### src/rtl/uart_cmd_pkg.sv
// uart_cmd_pkg
// Shared definitions for the UART command decoder: FSM state encoding,
// wire-format byte values, command type codes, argument counts and a
// saturating-increment helper for the error counter.
package uart_cmd_pkg;

  typedef enum logic [2:0] {
    ST_HUNT   = 3'd0,
    ST_OPCODE = 3'd1,
    ST_ARGS   = 3'd2,
    ST_CHECK  = 3'd3,
    ST_ISSUE  = 3'd4
  } state_e;

  localparam logic [7:0] SYNC_BYTE = 8'hA5;
  localparam logic [7:0] OP_PIXEL  = 8'h01;
  localparam logic [7:0] OP_FILL   = 8'h02;

  localparam logic [1:0] CMD_PIXEL = 2'd1;
  localparam logic [1:0] CMD_FILL  = 2'd2;

  // Argument byte counts for each opcode; PIXEL is also the storage depth.
  localparam int         ARGS_MAX   = 5;
  localparam logic [2:0] PIXEL_ARGS = 3'd5;
  localparam logic [2:0] FILL_ARGS  = 3'd1;

  // Counter increment that sticks at all-ones.
  function automatic logic [7:0] sat_inc8(input logic [7:0] v);
    return (v == 8'hFF) ? v : v + 8'd1;
  endfunction

endpackage

### src/rtl/uart_byte_strobe.sv
// uart_byte_strobe
// Turns the receiver's frame_valid (pulse or held level) into a single-cycle
// byte strobe using a registered rising-edge detect, and extracts the data
// byte from the 9-bit frame.
//   clk_16bd    in   16x-baud clock
//   rst         in   asynchronous, active-low reset
//   frame       in   received frame; bit 8 is not used
//   frame_valid in   receiver frame-valid
//   rx_byte     out  frame[7:0]
//   byte_stb    out  high for the one cycle in which a byte is accepted
module uart_byte_strobe (
  input  logic       clk_16bd,
  input  logic       rst,
  input  logic [8:0] frame,
  input  logic       frame_valid,
  output logic [7:0] rx_byte,
  output logic       byte_stb
);

  logic fv_q;
  logic fv_d;
  logic unused_frame_bit8;

  assign unused_frame_bit8 = frame[8];

  always_comb begin
    fv_d = frame_valid;
  end

  always_ff @(posedge clk_16bd or negedge rst) begin
    if (!rst) begin
      fv_q <= 1'b0;
    end else begin
      fv_q <= fv_d;
    end
  end

  // Accept in the same cycle frame_valid rises, so a held level yields one byte.
  assign byte_stb = frame_valid & ~fv_q;
  assign rx_byte  = frame[7:0];

endmodule

### src/rtl/uart_cmd_decoder.sv
// uart_cmd_decoder
// Assembles received bytes into framed, checksummed drawing commands
// (0xA5, OP, args, XOR checksum) and presents them on a valid/ready port.
// Malformed, timed-out and stalled-over traffic is dropped and counted.
//   clk_16bd    in   16x-baud clock
//   rst         in   asynchronous, active-low reset
//   frame       in   received frame (bits [7:0] used)
//   frame_valid in   receiver frame-valid, pulse or level
//   cmd_valid   out  command available
//   cmd_ready   in   downstream accepts the command
//   cmd_op      out  1 = PIXEL, 2 = FILL
//   cmd_x/cmd_y out  pixel coordinates (0 for FILL)
//   cmd_color   out  colour byte
//   err_count   out  dropped-command counter, saturating at 255
module uart_cmd_decoder
  import uart_cmd_pkg::*;
#(
  parameter int H_RES       = 640,
  parameter int V_RES       = 480,
  parameter int TIMEOUT_CYC = 1024
) (
  input  logic       clk_16bd,
  input  logic       rst,
  input  logic [8:0] frame,
  input  logic       frame_valid,
  output logic       cmd_valid,
  input  logic       cmd_ready,
  output logic [1:0] cmd_op,
  output logic [9:0] cmd_x,
  output logic [9:0] cmd_y,
  output logic [7:0] cmd_color,
  output logic [7:0] err_count
);

  localparam int              TW       = $clog2(TIMEOUT_CYC);
  localparam logic [TW-1:0]   TMO_LAST = TW'(TIMEOUT_CYC - 1);
  localparam logic [10:0]     X_LIM    = 11'(H_RES);
  localparam logic [10:0]     Y_LIM    = 11'(V_RES);

  logic [7:0] rx_byte;
  logic       byte_stb;

  uart_byte_strobe u_strobe (
    .clk_16bd    (clk_16bd),
    .rst         (rst),
    .frame       (frame),
    .frame_valid (frame_valid),
    .rx_byte     (rx_byte),
    .byte_stb    (byte_stb)
  );

  state_e                   state_q, state_d;
  logic [7:0]               xor_q, xor_d;
  logic [2:0]               arg_idx_q, arg_idx_d;
  logic [2:0]               arg_last_q, arg_last_d;
  logic                     is_pixel_q, is_pixel_d;
  logic [ARGS_MAX-1:0][7:0] args_q, args_d;
  logic [TW-1:0]            tmo_q, tmo_d;
  logic [7:0]               err_q, err_d;
  logic [1:0]               op_q, op_d;
  logic [9:0]               x_q, x_d;
  logic [9:0]               y_q, y_d;
  logic [7:0]               color_q, color_d;

  logic       err_flag;
  logic       timed;
  logic       timeout;
  logic [9:0] pix_x;
  logic [9:0] pix_y;
  logic       in_range;
  logic       chk_ok;

  // Only the low two bits of XH/YH carry coordinate data.
  assign pix_x    = {args_q[0][1:0], args_q[1]};
  assign pix_y    = {args_q[2][1:0], args_q[3]};
  assign in_range = ({1'b0, pix_x} < X_LIM) && ({1'b0, pix_y} < Y_LIM);
  assign chk_ok   = (rx_byte == xor_q) && (!is_pixel_q || in_range);

  assign timed   = (state_q == ST_OPCODE) || (state_q == ST_ARGS) || (state_q == ST_CHECK);
  // An accepted byte in the expiry cycle takes priority over the timeout.
  assign timeout = timed && !byte_stb && (tmo_q == TMO_LAST);

  always_comb begin
    state_d    = state_q;
    xor_d      = xor_q;
    arg_idx_d  = arg_idx_q;
    arg_last_d = arg_last_q;
    is_pixel_d = is_pixel_q;
    args_d     = args_q;
    tmo_d      = '0;
    op_d       = op_q;
    x_d        = x_q;
    y_d        = y_q;
    color_d    = color_q;
    err_flag   = 1'b0;

    if (timed && !byte_stb) begin
      tmo_d = tmo_q + 1'b1;
    end

    case (state_q)
      ST_HUNT: begin
        if (byte_stb && rx_byte == SYNC_BYTE) begin
          state_d = ST_OPCODE;
        end
      end
      ST_OPCODE: begin
        if (byte_stb) begin
          xor_d     = rx_byte;
          arg_idx_d = '0;
          if (rx_byte == OP_PIXEL) begin
            is_pixel_d = 1'b1;
            arg_last_d = PIXEL_ARGS - 3'd1;
            state_d    = ST_ARGS;
          end else if (rx_byte == OP_FILL) begin
            is_pixel_d = 1'b0;
            arg_last_d = FILL_ARGS - 3'd1;
            state_d    = ST_ARGS;
          end else begin
            err_flag = 1'b1;
            state_d  = ST_HUNT;
          end
        end
      end
      ST_ARGS: begin
        // 0xA5 here is payload; no resync inside a command.
        if (byte_stb) begin
          args_d[arg_idx_q] = rx_byte;
          xor_d             = xor_q ^ rx_byte;
          if (arg_idx_q == arg_last_q) begin
            state_d = ST_CHECK;
          end else begin
            arg_idx_d = arg_idx_q + 3'd1;
          end
        end
      end
      ST_CHECK: begin
        if (byte_stb) begin
          if (chk_ok) begin
            state_d = ST_ISSUE;
            if (is_pixel_q) begin
              op_d    = CMD_PIXEL;
              x_d     = pix_x;
              y_d     = pix_y;
              color_d = args_q[4];
            end else begin
              op_d    = CMD_FILL;
              x_d     = '0;
              y_d     = '0;
              color_d = args_q[0];
            end
          end else begin
            err_flag = 1'b1;
            state_d  = ST_HUNT;
          end
        end
      end
      ST_ISSUE: begin
        // Nothing is buffered while a command waits, so new bytes are lost.
        if (byte_stb) begin
          err_flag = 1'b1;
        end
        if (cmd_ready) begin
          state_d = ST_HUNT;
        end
      end
      default: begin
        state_d = ST_HUNT;
      end
    endcase

    if (timeout) begin
      err_flag = 1'b1;
      state_d  = ST_HUNT;
    end

    if (state_d == ST_HUNT) begin
      xor_d     = '0;
      arg_idx_d = '0;
    end

    err_d = err_flag ? sat_inc8(err_q) : err_q;
  end

  always_ff @(posedge clk_16bd or negedge rst) begin
    if (!rst) begin
      state_q    <= ST_HUNT;
      xor_q      <= '0;
      arg_idx_q  <= '0;
      arg_last_q <= '0;
      is_pixel_q <= 1'b0;
      args_q     <= '0;
      tmo_q      <= '0;
      err_q      <= '0;
      op_q       <= '0;
      x_q        <= '0;
      y_q        <= '0;
      color_q    <= '0;
    end else begin
      state_q    <= state_d;
      xor_q      <= xor_d;
      arg_idx_q  <= arg_idx_d;
      arg_last_q <= arg_last_d;
      is_pixel_q <= is_pixel_d;
      args_q     <= args_d;
      tmo_q      <= tmo_d;
      err_q      <= err_d;
      op_q       <= op_d;
      x_q        <= x_d;
      y_q        <= y_d;
      color_q    <= color_d;
    end
  end

  assign cmd_valid = (state_q == ST_ISSUE);
  assign cmd_op    = op_q;
  assign cmd_x     = x_q;
  assign cmd_y     = y_q;
  assign cmd_color = color_q;
  assign err_count = err_q;

endmodule

### config.mk
export PLATFORM = sky130hd
export DESIGN_NAME = uart_cmd_decoder
export DESIGN_NICKNAME = d
export VERILOG_FILES = /design/src/rtl/uart_cmd_pkg.sv /design/src/rtl/uart_byte_strobe.sv /design/src/rtl/uart_cmd_decoder.sv
export SDC_FILE = /design/constraint.sdc
export NUM_CORES = 1
export LEC_CHECK = 0
export CAP_MARGIN = 5
export CORE_MARGIN = 2
export CORE_UTILIZATION = 55
export CTS_CLUSTER_DIAMETER = 120
export DETAILED_ROUTE_END_ITERATION = 10
export GPL_TIMING_DRIVEN = 1
export PLACE_DENSITY = 0.86
export SKIP_LAST_GASP = 1
export SLEW_MARGIN = 10
export SYNTH_ARGS = -nofsm -noshare
export SYNTH_HDL_FRONTEND = slang
export SYNTH_SLANG_ARGS = --single-unit
### constraint.sdc
create_clock -name clk_16bd -period 5.65 [get_ports clk_16bd]
set_input_delay 0.565 -clock clk_16bd [delete_from_list [all_inputs] [get_ports clk_16bd]]
set_output_delay 0.565 -clock clk_16bd [all_outputs]
set_load 0.05 [all_outputs]
Word level (Yosys, flattened, before mapping)
Index checks and enable logic that the tools add are counted.
{"block": "classes", "addsub": 3, "magnitude_cmp": 4, "n_eq_ne": 14, "n_mux": 40, "bitwise_logic": 4, "reduce_logical": 21}
{"cell": "2-to-1 mux 3 bit", "count": 14}
{"cell": "bitwise mux 40 bit", "count": 1}
{"cell": "2-to-1 mux 8 bit", "count": 5}
{"cell": "2-to-1 mux 10 bit", "count": 3}
{"cell": "demux 8 bit (select 3 bit)", "count": 1}
{"cell": "== test 8 bit, second input constant", "count": 2}
{"cell": "case mux 8 bit (2 select lines)", "count": 1}
{"cell": "case mux 3 bit (5 select lines)", "count": 1}
{"cell": "adder 10 x 1 -> 10 bit, second input constant", "count": 1}
{"cell": "== test 10 bit, second input constant", "count": 1}
{"cell": "less-than comparator 10 bit, second input constant", "count": 1}
{"cell": "less-than comparator 10 x 9 -> 1 bit, second input constant", "count": 1}
{"cell": "2-to-1 mux 1 bit", "count": 9}
{"cell": "inequality test 3 x 2 -> 1 bit, second input constant", "count": 3}
{"cell": "AND reduction 3 bit", "count": 3}
{"cell": "adder 8 x 1 -> 8 bit, second input constant", "count": 1}
{"cell": "== test 8 x 1 -> 1 bit, second input constant", "count": 1}
{"cell": "== test 8 x 2 -> 1 bit, second input constant", "count": 1}
{"cell": "== test 8 bit", "count": 1}
{"cell": "bitwise XOR 8 bit", "count": 1}
{"cell": "== test 3 x 2 -> 1 bit, second input constant", "count": 2}
{"cell": "logical AND 1 bit", "count": 6}
{"cell": "logical NOT 3 bit", "count": 2}
{"cell": "2-to-1 mux 2 bit", "count": 3}
{"cell": "other kinds (16)", "count": 21}
{"block": "word_totals", "ff_bits": 107, "inputBits": 13, "output_inout_bits": 39}

Depth between registers and ports, before layout
Gate-level depths: netlist of the first run.
{"block": "depth", "word_depth": 11, "ltp_mapped": 9, "mapped_depth_nobuf": 7}

Hierarchy
From an unflattened synthesis of the first run, not the netlist that was laid out.
{"block": "hier_totals", "cells_unflattened": 476, "hier_area_um2": 5118.7}
{"module": "uart_cmd_decoder", "instances": 1, "cells_each": 466, "area_each_um2": 5019.8, "seq_area_each_um2": 2427.3}
{"module": "uart_byte_strobe", "instances": 1, "cells_each": 10, "area_each_um2": 98.8, "seq_area_each_um2": 25.0}

Worst setup path after synthesis of the first run
No wires, ideal clock.
{"block": "synth_timing", "path_type": "in2reg", "startpoint": "input port frame[7]", "endpoint": "register op_q[0] (netlist: cmd_op[0])", "arrival_time_ns": 1.931, "required_ns": 5.522, "slack_ns": 3.591, "cell_stages": 7, "n_path_buf": 2, "path_cell_list": "buf_2 > xnor2_1 > nand3_1 > nor4_4 > nand2_1 > buf_2 > mux2_1"}
{"block": "synth_via", "elab_chain_len": 3}
{"element": "from (decl)", "line_no": "uart_cmd_decoder.sv:24", "text": "input logic [8:0] frame,"}
{"element": "== test 8 bit", "line_no": "uart_cmd_decoder.sv:77", "text": "assign chk_ok = (rx_byte == xor_q) && (!is_pixel_q || in_range);"}
{"element": "logical AND 1 bit", "line_no": "uart_cmd_decoder.sv:77"}
{"element": "AND reduction 3 bit (no source line)"}
{"element": "to (signal assigned)", "line_no": "uart_cmd_decoder.sv:208", "text": "op_q <= op_d;"}
{"element": "to (decl)", "line_no": "uart_cmd_decoder.sv:60", "text": "logic [1:0] op_q, op_d;"}
No other way between the ends.
A chain may end at the register's enable or synchronous reset.

Worst setup path in the final report of the first run
{"block": "layout_timing", "startpoint": "input port frame[0]", "endpoint": "register y_q[3] (netlist: cmd_y[3])"}
{"block": "layout_via", "elab_chain_len": 3}
{"element": "== test 8 bit", "line_no": "uart_cmd_decoder.sv:77"}
{"element": "logical AND 1 bit", "line_no": "uart_cmd_decoder.sv:77"}
{"element": "AND reduction 3 bit (no source line)"}
{"element": "to (signal assigned)", "line_no": "uart_cmd_decoder.sv:210", "text": "y_q <= y_d;"}
{"element": "to (decl)", "line_no": "uart_cmd_decoder.sv:62", "text": "logic [9:0] y_q, y_d;"}
No other way between the ends.

==> parameters.txt, run 1 <==
Parameter                              Value

Drt
  Total Routed Length ... 9090 um
  Average detailed-routed wire length per instance ... 15.7 um
  TritonRoute pass-1 iters ... 5
  DRC ... 0
  Initial drt markers ... 306
  Number of routed nets with antenna violations ... 0
  Vias/cell ... 5.68
  Via total after detailed routing ... 3285

Clocking
  Count of buffers added by post-CTS timing repair for setup ... 0
  Clock Latency Late Sink ... 370 ps
  Max clock buf depth ... 2
  Number of buffers added by the clock tree synthesis step ... 9
  Clock root buffer ... clkbuf_8
  Clock tree sinks ... 98
  Number of H-tree levels ... 3
  CTS Hold Bufs ... 0
  Clock tree from TritonCTS ... built
  Resized cells post-CTS ... 0
  Clock-pin slew on the worst setup and hold paths ... 100 ps

Run status
  Status ... completed

Synth
  Most common cell in the netlist ... dfrtp_1
  Yosys reg bits ... 98
  Synth Area in Simple Gates ... 0.163
  Synth Area in XOR/XNOR ... 0.0385
  Number of different library cells in the post-synthesis netlist ... 55
  Synthesis Warnings ... 0
  Post-synth net total ... 450
  Post-synth EDFFs ... 0
  Combined area of all synthesized cells ... 4550 um2
  Combinational family with the most area after synthesis ... simple AND/OR/NAND/NOR gates
  Cell type with the highest aggregate area in the netlist ... dfrtp_1
  Synthesized area per cell ... 10.5 um2
  Gate Count Post-Synth ... 433
  Sequential share of the synthesized area ... 0.539
  Top cells by area in the synthesized netlist ... dfrtp_1 54%, mux2_2 8.4%, nand2_1 5.5%, o21ai_0 3.6%, xnor2_1 2.9%
  Commonest cells post-synth ... 98 x dfrtp_1, 67 x nand2_1, 34 x mux2_2, 33 x o21ai_0, 29 x nor2_1
  Share of synthesized registers carrying an async set or reset ... 1.00
  Share of cell area taken by muxes after synthesis ... 0.110
  Compound-cell area share of the yosys netlist ... 0.104
  Adder-cell share of the synthesized area ... 0.0110
  Most used flip-flop cell after synthesis ... dfrtp_1
  Yosys top cell area share ... 0.539

Critical path
  Arrival @ worst endpoint ... 3460 ps
  Kind of start point of the critical path ... input pin
  Critical path fanouts, max ... 33
  Data required time at the worst endpoint ... 5890 ps
  Crit Path Category ... in2reg
  Crit path capture type ... flip-flop

Timing
  Post-route minimum period ... 3220 ps
  Tightest Pin Transition ... 899 ps
  Post-route clock skew ... 13.4 ps
  Number of failing hold endpoints at the final stage ... 0
  RSZ-0062 raised after global routing ... no
  Number of pins with negative max-slew slack in the final report ... 0
  Sum of negative setup slack ... 0 ps
  Max Clock Freq ... 0.311 GHz
  Count of final setup violators ... 0
  Tcrit/Tclk final ... 0.570
  Worst slew margin ... 0.400

Die
  Boundary Pins ... 52
  Overall die width ... 94.9 um
  Die footprint ... 9010 um2
  Placement Rows ... 33
  Vert. Die Dim ... 94.9 um
  Total core area ... 8130 um2
  Effective utilization at floorplan ... 0.559

Layout
  Finished Core Util ... 0.650
  Net count, final ... 485
  Non-filler cells in the finished layout ... 578
  Antenna Diode Count ... 0
  Number of fill cells ... 618
  Final std cell area, no fill ... 5280 um2
  Area growth, synth to finish ... 16.2%
  Fraction of final layout cells sized beyond drive strength 1 ... 0.146

Global route
  Pin count of the biggest net entering global routing ... 67
  Grt total ovfl ... 0
  Initial antenna violation count ... 0
  First-pass GRT wire length ... 14700 um
  Overall track demand over capacity in global routing ... 0.212
  Number of global-route vias before repair ... 3040

Hold path
  Hold Path Class ... in2async

Power and ir drop
  Final total power ... 0.00144 W
  Leakage dissipation ... 2.33 nW
  IR drop worst, VDD ... 0.173 mV
  Cell area power density ... 272 nW/um2

Placement
  Number of buffers inserted by port buffering ... 50
  Routability congestion estimate from global placement ... 0.887
  Placed Instance Area ... 5060 um2
  Number of cells after detailed placement ... 562
  Post-detail-place hpwl ... 6160 um

Job
  MaxCap Viol Count ... 0
==> registers in the layout (all words and copies together), names as in the netlist <==
signal,flops
args_q,34
cmd_x,10
cmd_y,10
tmo_q,10
cmd_color,8
err_count,8
xor_q,8
arg_idx_q,3
state_q,3
cmd_op,2
arg_last_q,1
u_strobe.fv_q,1
==> where the power goes <==
part	leakage (nW)	switching, W	total, W	internal [W]
registers	1.35	0.0000285	0.000754	0.000725
clock network	0.111	0.000264	0.000482	0.000218
logic	0.871	0.000130	0.000200	0.0000693
==> layout by cell type (no fill, tap or decap), drive strengths merged, types with 2 or more instances in the layout <==
| cell type | instances |
|---|---|
| mux2 | 37 |
| o22ai | 2 |
| clkinv | 3 |
| inv | 9 |
| or3 | 6 |
| o21ai | 51 |
| a21oi | 9 |
| nor2 | 30 |
| nand3 | 12 |
| xnor2 | 15 |
| buf | 4 |
| clkdlybuf4s50 | 49 |
| xor2 | 5 |
| nand2 | 67 |
| dfrtp | 98 |
| nand2b | 3 |
| nor4 | 2 |
| mux2i | 8 |
| and3 | 6 |
| a31oi | 2 |
| ha | 4 |
| a22oi | 10 |
| clkbuf | 9 |
| nand4 | 5 |
| and2 | 5 |
| nor3 | 6 |
==> metrics by stage <==
step	worst slack [ps]	hold slack, ps
3_5_place_dp	2140	468
2_1_floorplan	3590	269
6_report	2430	133
3_3_place_gp	2270	446
4_1_cts	2460	131
5_1_grt	2270	150
==> worst paths after layout <==
check	startpoint	to	slack (ps)	cells after the start
max	frame[0]	cmd_y[3]	2430	8
min in group clk_16bd	tmo_q[0]	tmo_q[0]	470	1
min	rst	tmo_q[5]	130	1
max in group asynchronous	rst	arg_idx_q[2]	4370	2
min reg2reg	tmo_q[0]	tmo_q[0]	470	1
max reg2reg	arg_last_q[2]	cmd_y[3]	2760	8
==> cell type report <==
type / instances / area (um2) / share of cell area
clock buffer: 9 / 124 / 0.0234
clock inverter: 7 / 95.1 / 0.0180
inverter: 6 / 22.5 / 0.00426
multi-input combinational: 300 / 1940 / 0.367
sequential: 98 / 2450 / 0.464
tap: 105 / 131 / 0.0249
timing repair buffer: 53 / 520 / 0.0985
==> cell families after synthesis <==
kind of cell	after synthesis
compound gates	81
fa+ha+maj	4
mux	45
xor+xnor	20
buf+inv	35
simple gates	150
flops	98
==> layer usage <==
layer	wire length, um	part of all wire	global-route usage
met1	3920	0.43	0.287
met2	4690	0.52	0.349
met5	0	0	0
met4	157	0.017	0.0833
met3	331	0.036	0.0287
==> worst max-delay path: stages <==
cell	delay [ps]
clkdlybuf4s50_1	690
xnor2_1	360
nand4_1	190
nor4_4	400
nand2_1	590
buf_4	460
nand2_1	110
o21ai_0	80
Power figures use the tool's default switching activity.
==> run 2: changes to the inputs <==
==> constraint.sdc (replaced) <==
create_clock -name clk_16bd -period 3.4 [get_ports clk_16bd]
set_input_delay 0.34 -clock clk_16bd [delete_from_list [all_inputs] [get_ports clk_16bd]]
set_output_delay 0.34 -clock clk_16bd [all_outputs]
set_load 0.05 [all_outputs]
==> run 2 against run 1 <==
Die area unchanged. Global-route usage is 0.089 points higher. Worst setup slack got worse by 1400 ps. Critical path type is now reg2out. Clock power increased by 51%. Critical endpoint is now cmd_valid. Cell area is 0.66% higher.
==> parameters.txt, run 2 (synthesized netlist as in run 1, its figures left out) <==
Parameter                              Value

Job
  MaxCap Viol Count ... 0

Critical path
  CP top delay family ... buffers and inverters
  CP Capture Point ... cmd_valid
  Worst reg2reg startpoint ... arg_last_q[2]
  Critical path depth ... 3
  Slowest stage cell on the critical path ... clkdlybuf4s50_1
  Crit Path Category ... reg2out
  Buffers and inverters on the worst path ... 1
  Arrival @ worst endpoint ... 2080 ps
  CP Launch Point ... state_q[1]
  Crit-path cells ... nor2_2, and2_2, clkdlybuf4s50_1
  Crit path capture type ... primary output
  Data required time at the worst endpoint ... 3060 ps
  Highest cell delay on the worst timing path ... 800 ps
  Reg2reg setup slack ... 1160 ps
  Kind of start point of the critical path ... flip-flop
  Worst R2R End ... err_count[1]
  Critical path fanouts, max ... 9
  Depth of the most critical reg-to-reg path ... 6

Timing
  Post-route minimum period ... 2420 ps
  RSZ-0062 raised after global routing ... no
  Tcrit/Tclk final ... 0.711
  Sum of negative setup slack ... 0 ps
  Worst slew margin ... 0.435
  Post-route clock skew ... 13.3 ps
  Number of pins with negative max-slew slack in the final report ... 0
  Number of failing hold endpoints at the final stage ... 0
  Tightest Pin Transition ... 841 ps
  Max Clock Freq ... 0.414 GHz
  Count of final setup violators ... 0

Clocking
  Clock Latency Late Sink ... 370 ps
  Clock tree sinks ... 98
  Clock tree from TritonCTS ... built
  Clock-pin slew on the worst setup and hold paths ... 100 ps
  Number of buffers added by the clock tree synthesis step ... 9
  Clock root buffer ... clkbuf_8
  Max clock buf depth ... 2
  Number of H-tree levels ... 3

Drt
  DRC ... 0
  Vias/cell ... 5.66
  Number of routed nets with antenna violations ... 0
  TritonRoute pass-1 iters ... 4
  Total Routed Length ... 8840 um
  Via total after detailed routing ... 3318
  Initial drt markers ... 189
  Average detailed-routed wire length per instance ... 15.1 um

Layout
  Flip-flop count of the largest register, all copies and words added ... 34
  Largest reg by FF count ... args_q
  Non-filler cells in the finished layout ... 586
  Flip-flop and latch area ... 2450 um2
  Net count, final ... 493
  Antenna Diode Count ... 0
  Number of fill cells ... 590
  Area of the multi-input gates ... 1940 um2
  Finished Core Util ... 0.654
  Top library cells by usage in the layout, fill and taps aside ... 98 x dfrtp_1, 67 x nand2_1, 49 x clkdlybuf4s50_1
  Fraction of final layout cells sized beyond drive strength 1 ... 0.158
  Area growth, synth to finish ... 16.9%
  Most common cell after layout, fill and taps aside ... dfrtp_1

Die
  Die footprint ... 9010 um2
  Vert. Die Dim ... 94.9 um
  Total core area ... 8130 um2
  Overall die width ... 94.9 um
  Placement Rows ... 33
  Effective utilization at floorplan ... 0.559
  Boundary Pins ... 52

Power and ir drop
  Pint ... 0.00163 W
  IR drop worst, VDD ... 0.262 mV
  Fraction of power consumed by the clock network ... 0.314
  Leakage dissipation ... 2.35 nW
  Cell area power density ... 435 nW/um2
  Sw Share ... 0.296
  Share of total power in combinational logic ... 0.145
  Switching power ... 0.000685 W
  Relative contribution of sequential cells to total power ... 0.541

Global route
  Grt total ovfl ... 0
  Number of global-route vias before repair ... 3184
  Initial antenna violation count ... 0
  Overall track demand over capacity in global routing ... 0.213
  Pin count of the biggest net entering global routing ... 37
  First-pass GRT wire length ... 15000 um

Hold path
  Hold Path Class ... in2async

Placement
  Post-detail-place hpwl ... 6170 um
  Number of buffers inserted by port buffering ... 50
  Routability congestion estimate from global placement ... 0.863
  Number of cells after detailed placement ... 569

Run status
  Status ... completed
[run 2: worst min-delay path by stage]
stage / start / end / slack [ps] / depth (start not counted)
after detailed placement: rst / tmo_q[5] / 320 / 1
after global placement: rst / tmo_q[5] / 320 / 1
after global routing: rst / args_q[38] / 490 / 2
after CTS: rst / args_q[38] / 460 / 2
final: rst / args_q[38] / 460 / 2
after floorplan: rst / arg_idx_q[0] / 40 / 0
[run 2: through the flow]
stage,hold slack [ps],setup slack (ps),area [um2],power (W)
after floorplan,44.4,1370,4550,0.00148
after global placement,319,739,5120,0.00160
after detailed placement,318,712,5120,0.00161
after CTS,461,988,5320,0.00233
after global routing,490,888,5320,0.00242
final,461,984,5320,0.00231
[run 2: timing repair]
| item | in CTS | in global routing |
|---|---|---|
| endpoints found under the hold margin | 34 | 0 |
| hold buffers | 1 | 0 |
| buffers inserted | 0 | 0 |
| resized for setup | 0 | 0 |
[run 2: worst reg2reg max path, cell delays in order (launching register included)]
cell,delay (ps)
dfrtp_1,790
nand2_1,170
nor2_1,270
nor4_4,110
o21ai_4,270
and2_4,210
mux2_1,310
[run 2: layout make-up]
cell class	instances	share of cell area
clock buffers	10	0.0259
clock inverters	6	0.0101
inverters	6	0.00423
multi-input cells	300	0.364
flip-flops and latches	98	0.461
well taps	105	0.0247
repair buffers	61	0.110
[run 2: power groups by stage]
stage                     Combinational (W)  Sequential (W)  Clock (W)
after floorplan                    0.000115         0.00136          0
after global placement             0.000327         0.00127          0
after detailed placement           0.000335         0.00127          0
after CTS                          0.000338         0.00125   0.000742
after global routing               0.000362         0.00126   0.000795
final                              0.000335         0.00125   0.000727
[run 2: layer usage]
layer	wire (um)	GRT usage	vias up
met5	0	0	-
met4	236	0.0978	0
li1	-	-	1578
met1	3850	0.284	1620
met3	430	0.0319	22
met2	4320	0.345	98
==> run 3: changes to the inputs <==
--- a/config.mk
+++ b/config.mk
@@ -7,11 +7,11 @@
 export LEC_CHECK = 0
 export CAP_MARGIN = 5
 export CORE_MARGIN = 2
-export CORE_UTILIZATION = 55
+export CORE_UTILIZATION = 51
 export CTS_CLUSTER_DIAMETER = 120
 export DETAILED_ROUTE_END_ITERATION = 10
 export GPL_TIMING_DRIVEN = 1
-export PLACE_DENSITY = 0.86
+export PLACE_DENSITY = 0.84
 export SKIP_LAST_GASP = 1
 export SLEW_MARGIN = 10
 export SYNTH_ARGS = -nofsm -noshare
==> constraint.sdc (replaced) <==
create_clock -name clk_16bd -period 2.09 [get_ports clk_16bd]
set_input_delay 0.209 -clock clk_16bd [delete_from_list [all_inputs] [get_ports clk_16bd]]
set_output_delay 0.209 -clock clk_16bd [all_outputs]
set_load 0.05 [all_outputs]
==> run 3 against run 2 <==
Utilization decreased by 0.50 points. Combinational power increased by 74%. Worst setup slack got worse by 940 ps. Power increased by 69%. Sequential power increased by 63%. Non-clock buffer count increased by 32. Register-to-register slack got worse by 1100 ps. Critical path depth increased by 4. First-iteration DRC count increased by 38%. Clock power increased by 76%.
==> parameters.txt, run 3 (synthesized netlist as in run 1, its figures left out) <==
Parameter                              Value

Global route
  First-pass GRT wire length ... 17000 um
  Pin count of the biggest net entering global routing ... 44
  Busiest grt layer ... met2
  Initial antenna violation count ... 0
  Grt total ovfl ... 0
  Fraction of met3 tracks used by global routing ... 0.0369
  Met2 Use GR ... 0.361
  Number of global-route vias before repair ... 3546
  Overall track demand over capacity in global routing ... 0.221
  Grt met1 use ... 0.292

Layout
  Area growth, synth to finish ... 23.8%
  Most common cell after layout, fill and taps aside ... dfrtp_1
  Flip-flop count of the largest register, all copies and words added ... 34
  Fraction of final layout cells sized beyond drive strength 1 ... 0.221
  Largest reg by FF count ... args_q
  Net count, final ... 525
  Top library cells by usage in the layout, fill and taps aside ... 98 x dfrtp_1, 66 x nand2_1, 48 x clkdlybuf4s50_1
  Antenna Diode Count ... 0

Timing
  Count of final setup violators ... 0
  Worst slew margin ... 0.609
  Number of pins with negative max-slew slack in the final report ... 0
  Sum of negative setup slack ... 0 ps
  Max Clock Freq ... 0.490 GHz
  Number of failing hold endpoints at the final stage ... 0
  Post-route minimum period ... 2040 ps
  Tightest Pin Transition ... 586 ps
  Post-route clock skew ... 13.9 ps
  Slack of the critical path ... 47.1 ps
  Tcrit/Tclk final ... 0.977

Power and ir drop
  Relative contribution of sequential cells to total power ... 0.523
  Leakage dissipation ... 2.52 nW
  Switching power ... 0.00116 W
  Share of total power in combinational logic ... 0.150
  Fraction of power consumed by the clock network ... 0.328
  Pint ... 0.00274 W
  Sw Share ... 0.298
  IR drop worst, VDD ... 0.411 mV
  Cell area power density ... 694 nW/um2

Clocking
  Clock-pin slew on the worst setup and hold paths ... 110 ps
  Max clock buf depth ... 2
  Number of H-tree levels ... 3
  Clock root buffer ... clkbuf_8
  Clock tree from TritonCTS ... built
  Clock tree sinks ... 98
  Number of buffers added by the clock tree synthesis step ... 9
  Clock Latency Late Sink ... 380 ps

Critical path
  Data required time at the worst endpoint ... 2350 ps
  Highest cell delay on the worst timing path ... 380 ps
  Buffers and inverters on the worst path ... 0
  Critical path fanouts, max ... 3
  CP top delay family ... simple AND/OR/NAND/NOR gates
  Crit path capture type ... flip-flop
  Crit-path cells ... ha_2, nand3_2, or3_1, or3_4, o21ai_4, and2_4, mux2_1
  Slowest stage cell on the critical path ... dfrtp_1
  Kind of start point of the critical path ... flip-flop
  Arrival @ worst endpoint ... 2300 ps
  Reg2reg setup slack ... 50 ps
  Crit Path Category ... reg2reg

Job
  MaxCap Viol Count ... 0

Placement
  Post-place setup slack ... -335 ps
  Post-detail-place hpwl ... 7370 um
  Routability congestion estimate from global placement ... 0.934
  Number of buffers inserted by port buffering ... 50

Die
  Boundary Pins ... 52
  Die footprint ... 9690 um2
  Total core area ... 8680 um2
  Overall die width ... 98.4 um
  Effective utilization at floorplan ... 0.524
  Placement Rows ... 34
  Vert. Die Dim ... 98.4 um

Drt
  Number of routed nets with antenna violations ... 0
  Vias/cell ... 5.73
  Total Routed Length ... 10400 um
  TritonRoute pass-1 iters ... 5
  Via total after detailed routing ... 3550
  DRC ... 0
  Average detailed-routed wire length per instance ... 16.8 um
  Initial drt markers ... 261

Hold path
  Hold Path Class ... in2async

Run status
  Status ... completed
-- run 3: path summary, 6_finish.rpt --
check                      depth (start not counted)         from            end
max                                                7     tmo_q[1]   err_count[1]
max reg2reg                                        7     tmo_q[1]   err_count[1]
min in group clk_16bd                              1  frame_valid  u_strobe.fv_q
min                                                2          rst   cmd_color[6]
max in group asynchronous                          3          rst     state_q[0]
min reg2reg                                        2     cmd_y[1]       cmd_y[1]
-- run 3: power groups by stage --
| stage | registers, W | logic [W] | clock network, W |
|---|---|---|---|
| floorplan | 0.00222 | 0.000188 | 0 |
| finish | 0.00204 | 0.000584 | 0.00128 |
| global route | 0.00205 | 0.000625 | 0.00137 |
| detailed placement | 0.00208 | 0.000577 | 0 |
| CTS | 0.00204 | 0.000584 | 0.00128 |
| global placement | 0.00207 | 0.000552 | 0 |
-- run 3: layer usage --
metal  up-vias  part of all wire
met5         -                 0
met4         0             0.029
met3        27             0.053
met2       121              0.50
met1      1750              0.42
li1       1652                 -
-- run 3: worst register-to-register path: cells and delay by family (launching register included) --
family          cells  cell delay, ps
compound gates      1              90
fa+ha+maj           1             210
flops               1             380
mux                 1             310
simple gates        4             950
-- run 3: cell type report --
class | instances | area (um2)
flip-flops and latches | 98 | 2450
repair buffers | 93 | 871
clock inverters | 6 | 73.8
clock buffers | 9 | 124
fillers | 670 | 3050
well taps | 108 | 135
inverters | 6 | 22.5
multi-input cells | 300 | 1950
-- run 3: repair_timing --
action | in CTS | in global routing
setup endpoints to repair | 11 | 12
gates resized for setup | 1 | 3
hold buffers | 1 | 0
setup buffers | 0 | 2
hold endpoints to repair | 41 | 0
-- run 3: through the flow --
step | hold WS [ps] | power [W] | instance area, um2 | cells | util
6_report | 368 | 0.00391 | 5630 | 620 | 0.649
5_1_grt | 392 | 0.00404 | 5630 | 620 | 0.649
3_5_place_dp | 252 | 0.00266 | 5400 | 602 | 0.622
2_1_floorplan | -86.6 | 0.00240 | 4550 | 433 | -
4_1_cts | 364 | 0.00391 | 5610 | 618 | 0.646
3_3_place_gp | 241 | 0.00262 | 5400 | 602 | 0.622
